## config.mk

```make
export PLATFORM = sky130hd
export DESIGN_NAME = rom_loader
export DESIGN_NICKNAME = d
export VERILOG_FILES = /design/src/rtl/rom_loader.sv
export SDC_FILE = /design/constraint.sdc
export NUM_CORES = 1
export LEC_CHECK = 0
export CAP_MARGIN = 30
export CORE_ASPECT_RATIO = 0.7
export CORE_MARGIN = 2
export CORE_UTILIZATION = 50
export DETAILED_ROUTE_END_ITERATION = 10
export GPL_TIMING_DRIVEN = 0
export PLACE_DENSITY = 0.74
export SETUP_SLACK_MARGIN = 0.1
export SLEW_MARGIN = 10
export SYNTH_ARGS = -nofsm -noshare
export SYNTH_HDL_FRONTEND = slang
export SYNTH_SLANG_ARGS = --single-unit
```

## constraint.sdc

```tcl
create_clock -name clk -period 5.2 [get_ports clk]
set_input_delay 1.04 -clock clk [delete_from_list [all_inputs] [get_ports clk]]
set_output_delay 1.04 -clock clk [all_outputs]
set_load 0.005 [all_outputs]
```

## src/rtl/rom_loader.sv

```systemverilog
// rom_loader: writer side of the 2**ADDR_W x 8 program memory.
//   Receives a length-prefixed program as a valid/ready byte stream
//   (LEN_HI, LEN_LO, payload) and writes the payload sequentially from
//   LOAD_BASE. busy doubles as the CPU hold while a load is in progress.
//
// Build option:
//   ROM_LOADER_CHECKSUM_EN  when defined, a trailing checksum byte (8-bit sum
//                           of the payload) is accepted and compared after the
//                           payload; a mismatch sets error.
//
// Ports:
//   clk        system clock, rising edge
//   rst_n      asynchronous active-low reset
//   start      1-cycle pulse, begins a new load (honoured in IDLE/DONE only)
//   in_valid   stream byte valid
//   in_data    stream byte
//   in_ready   loader accepts in_data this cycle
//   mem_we     memory write strobe, one pulse per payload byte
//   mem_addr   memory write address
//   mem_wdata  memory write data
//   busy       load in progress (CPU hold)
//   done       load finished, held until the next start
//   error      load rejected or corrupt, meaningful while done = 1
//
// state  | meaning
// IDLE   | after reset, waiting for start
// LEN_HI | waiting for the length high byte
// LEN_LO | waiting for the length low byte
// DATA   | writing payload bytes
// CHK    | waiting for the checksum byte (checksum build only)
// DONE   | load finished, done held, waiting for start

module rom_loader #(
  parameter int                ADDR_W    = 12,
  parameter logic [ADDR_W-1:0] LOAD_BASE = 12'h200
) (
  input  logic              clk,
  input  logic              rst_n,
  input  logic              start,
  input  logic              in_valid,
  input  logic [7:0]        in_data,
  output logic              in_ready,
  output logic              mem_we,
  output logic [ADDR_W-1:0] mem_addr,
  output logic [7:0]        mem_wdata,
  output logic              busy,
  output logic              done,
  output logic              error
);

  typedef enum logic [2:0] {
    IDLE   = 3'd0,
    LEN_HI = 3'd1,
    LEN_LO = 3'd2,
    DATA   = 3'd3,
`ifdef ROM_LOADER_CHECKSUM_EN
    CHK    = 3'd4,
`endif
    DONE   = 3'd5
  } state_t;

  // Largest payload that still fits between LOAD_BASE and the top of memory.
  localparam logic [ADDR_W:0]   DEPTH   = {1'b1, {ADDR_W{1'b0}}};
  localparam logic [ADDR_W:0]   MAX_LEN = DEPTH - {1'b0, LOAD_BASE};
  localparam logic [ADDR_W-1:0] ONE     = {{(ADDR_W-1){1'b0}}, 1'b1};

  state_t            state, state_nxt;
  logic [ADDR_W-1:0] len_q;
  logic [ADDR_W-1:0] cnt_q;
`ifdef ROM_LOADER_CHECKSUM_EN
  logic [7:0]        sum_q;
`endif

  logic              accept;
  logic              hi_bad;
  logic [ADDR_W-1:0] len_full;
  logic              len_zero;
  logic              len_over;
  logic              last_byte;

  assign accept    = in_valid & in_ready;
  // Length bits above ADDR_W arrive in the top of the high byte; any set bit
  // means the program cannot fit at all.
  assign hi_bad    = (in_data >> (ADDR_W - 8)) != 8'd0;
  assign len_full  = {len_q[ADDR_W-1:8], in_data};
  assign len_zero  = (len_full == '0);
  assign len_over  = {1'b0, len_full} > MAX_LEN;
  assign last_byte = (cnt_q == (len_q - ONE));

  // State register
  always_ff @(posedge clk or negedge rst_n) begin
    if (!rst_n) begin
      state <= IDLE;
    end else begin
      state <= state_nxt;
    end
  end

  // Next-state logic
  always_comb begin
    state_nxt = state;
    unique case (state)
      IDLE, DONE: begin
        if (start) state_nxt = LEN_HI;
      end
      LEN_HI: begin
        if (accept) state_nxt = hi_bad ? DONE : LEN_LO;
      end
      LEN_LO: begin
        if (accept) state_nxt = (len_zero || len_over) ? DONE : DATA;
      end
      DATA: begin
        if (accept && last_byte) begin
`ifdef ROM_LOADER_CHECKSUM_EN
          state_nxt = CHK;
`else
          state_nxt = DONE;
`endif
        end
      end
`ifdef ROM_LOADER_CHECKSUM_EN
      CHK: begin
        if (accept) state_nxt = DONE;
      end
`endif
      default: state_nxt = IDLE;
    endcase
  end

  // Output decode
  always_comb begin
    in_ready = 1'b0;
    busy     = 1'b0;
    done     = 1'b0;
    unique case (state)
      LEN_HI, LEN_LO, DATA: begin
        in_ready = 1'b1;
        busy     = 1'b1;
      end
`ifdef ROM_LOADER_CHECKSUM_EN
      CHK: begin
        in_ready = 1'b1;
        busy     = 1'b1;
      end
`endif
      DONE:    done = 1'b1;
      default: ;
    endcase
  end

  // Datapath: length capture, write port, counters and error flag
  always_ff @(posedge clk or negedge rst_n) begin
    if (!rst_n) begin
      len_q     <= '0;
      cnt_q     <= '0;
      mem_we    <= 1'b0;
      mem_addr  <= '0;
      mem_wdata <= '0;
      error     <= 1'b0;
`ifdef ROM_LOADER_CHECKSUM_EN
      sum_q     <= '0;
`endif
    end else begin
      mem_we <= 1'b0;
      unique case (state)
        IDLE, DONE: begin
          if (start) begin
            len_q <= '0;
            cnt_q <= '0;
            error <= 1'b0;
`ifdef ROM_LOADER_CHECKSUM_EN
            sum_q <= '0;
`endif
          end
        end
        LEN_HI: begin
          if (accept) begin
            len_q[ADDR_W-1:8] <= in_data[ADDR_W-9:0];
            if (hi_bad) error <= 1'b1;
          end
        end
        LEN_LO: begin
          if (accept) begin
            len_q[7:0] <= in_data;
            if (len_over) error <= 1'b1;
          end
        end
        DATA: begin
          if (accept) begin
            mem_we    <= 1'b1;
            mem_addr  <= LOAD_BASE + cnt_q;
            mem_wdata <= in_data;
            cnt_q     <= cnt_q + ONE;
`ifdef ROM_LOADER_CHECKSUM_EN
            sum_q     <= sum_q + in_data;
`endif
          end
        end
`ifdef ROM_LOADER_CHECKSUM_EN
        CHK: begin
          if (accept && (in_data != sum_q)) error <= 1'b1;
        end
`endif
        default: ;
      endcase
    end
  end

endmodule

```

==> qor.csv <==
metric,value,unit
status,finished clean,
Initial Util,50.92,%
DR WL/cell,15.27,um
number of flops mapped to enable cells by yosys,0,
WP data arrival,3.31,ns
"Seq/Total Area, Yosys",46.78,%
number of nets in the layout,362,
Final HPWL DP,4621,um
critical-path maximum fanout,4,
largest net degree at the start of global routing,30,
first-pass GRT wire length,10910,um
fmax,324.9,MHz
initial antenna violation count,0,
Top Ports,37,
Worst IR Drop VDD,0.0001958,V
Port Buffers,35,
hold_ws,0.4793,ns
library cells used by synthesis,51,
share of the synthesized area in the top cell type,46.78,%
Leakage Power,1.453,nW
"Cell Area, Placed",0.003077,mm^2
via count,2344,
Post-CTS Setup Bufs,0,
clock transition at the registers of the reported paths,0.09,ns
Rel. slew slack,48.94,%
PD cells,403.6,mW/mm^2
Final Max Tran Viols,0,
commonest register cell after synthesis,dfrtp_1,
Synth area leader,dfrtp_1,
drt first pass iters,4,
CP Launch Type,input pin,
die extent in x,90.54,um
mean post-synth cell area,8.651,um^2
worst hold path class,flop to flop,
top-count cell post-synth,nand2_1,
Post-DRT Antenna Nets,0,
Syn. warnings,0,
vias in the first global route,2197,
post-synthesis cell area,0.002621,mm^2
CTS tree,yes,
CTS Hold Buffers Added,0,
syn nets,318,
GRT Overall Usage,23.80,%
largest cells by area after synthesis,"dfrtp_1 (47%), nand2_1 (9.0%), xor2_1 (4.3%)",
die area,0.005847,mm^2
DRC viols,0,
diode count,0,
number of max-cap violations,0,
clk root buf,clkbuf_8,
DR iter-0 viols,150,
final hold violation count,0,
H-tree depth,2,
Setup crit end kind,flop,
post-cts resize count,0,
post-route cell area,0.003198,mm^2
Rows,22,
RSZ-0062 raised after global routing,false,
TritonCTS buffer count,5,
Post-Place Setup Slack,1.865,ns
CP Class,input pin to flop,
WL final,6413,um
clk sink count,49,
Post-synth top cells,"nand2_1 (63), dfrtp_1 (49), nor2_1 (21)",
setup TNS,0,ns
Die Y-Extent,64.58,um
worst endpoint required time,5.43,ns
worst setup slack after layout,2.122,ns
area grow syn2layout,22.00,%
crit path time final,3.078,ns
final setup violation count,0,
Core ar.,0.005147,mm^2
Async SR Flop Fraction,100.0,%
clock skew,0.006595,ns
register-to-register setup slack,2.49,ns
clk_lat worst skew,0.31,ns
Via density,5.581,
synthesis-stage register bit count,49,
Mapped Cells,303,
slew at the pin closest to its max-slew limit,0.7590,ns
Tcrit/Tclk final,59.20,%
total grt overflow,0,
RePlAce Congestion,0.9089,
layout cells sized above 1,5.172,%
CTS Buffer Depth,2,
==> layer usage <==
layer / up-vias / routed length (um) / GRT usage, %
met2: 88 / 2671 / 34.51
met1: 1112 / 3188 / 35.22
met4: 0 / 98 / 6.923
met5: - / 0 / 0
li1: 1135 / - / -
met3: 9 / 455 / 6.047
==> cell families (layout without fill, tap and decap cells) <==
group           after synthesis  after routing  synth area share, %
buf+inv                      32             77                4.869
flops                        49             49                46.78
fa+ha+maj                     3              3                1.432
mux                           1              1               0.3819
simple gates                146            146                26.78
compound gates               53             53                13.41
xor+xnor                     19             19                6.348
==> per-stage QoR <==
| step | power (W) | instances | util, % |
|---|---|---|---|
| after global routing | 0.001382 | 420 | 62.13 |
| after floorplan | 0.0007916 | 303 | - |
| after detailed placement | 0.001003 | 411 | 59.77 |
| after CTS | 0.001286 | 419 | 62.03 |
| after global placement | 0.0009888 | 410 | 59.48 |
| final | 0.001291 | 420 | 62.13 |
==> state kept, by name (all words and copies together) (netlist names) <==
| signal | count |
|---|---|
| cnt_q | 12 |
| error | 1 |
| len_q | 12 |
| mem_addr | 12 |
| mem_wdata | 8 |
| mem_we | 1 |
| state | 3 |
==> worst max-delay path, cell delays in order <==
cell and delay [ns]:
clkdlybuf4s50_1 0.50, nor4_1 0.72, nand4_1 0.14, nor3b_1 0.18, or3b_2 0.47, o32a_1 0.18
o21ai_1 0.08
==> cell type report <==
class	count	area, um^2
flip-flops and latches	49	1226
clock buffers	7	86.33
inverters	14	52.55
fillers	447	1949
clock inverters	1	30.03
well taps	72	90.09
plain buffers	18	75.07
multi-input cells	222	1267
repair buffers	37	370.4
==> final timing paths <==
| path | endpoint | startpoint | depth (start not counted) |
|---|---|---|---|
| max | state[2] | in_data[6] | 7 |
| min | mem_addr[8] | mem_addr[8] | 2 |
| max reg2reg | state[1] | len_q[1] | 7 |
| min reg2reg | mem_addr[8] | mem_addr[8] | 2 |
| max in group asynchronous | state[0] | rst_n | 2 |
| min in group asynchronous | mem_addr[0] | rst_n | 1 |
==> where the power goes <==
part           leakage, nW  internal (W)  total [W]  switching (W)
combinational        0.733      0.000236   0.000489       0.000252
clock               0.0585      0.000157   0.000285       0.000128
sequential           0.662      0.000453   0.000517      0.0000641
total                 1.45      0.000846    0.00129       0.000445
==> cell usage in the layout, fill, tap and decap left out, types with 6 or more instances in the layout <==
cell type	netlist	final
clkdlybuf4s50_1	0	34
o21ai_0	19	19
nand2_1	63	63
clkbuf_1	14	15
nor2_1	21	21
xor2_1	13	13
or4_1	6	6
nor3_1	7	7
clkbuf_8	0	6
nand3_1	17	17
dfrtp_1	49	49
xnor2_1	6	6
a21oi_1	10	10
inv_1	13	13
Note: power is estimated with default switching activity, not from simulation.
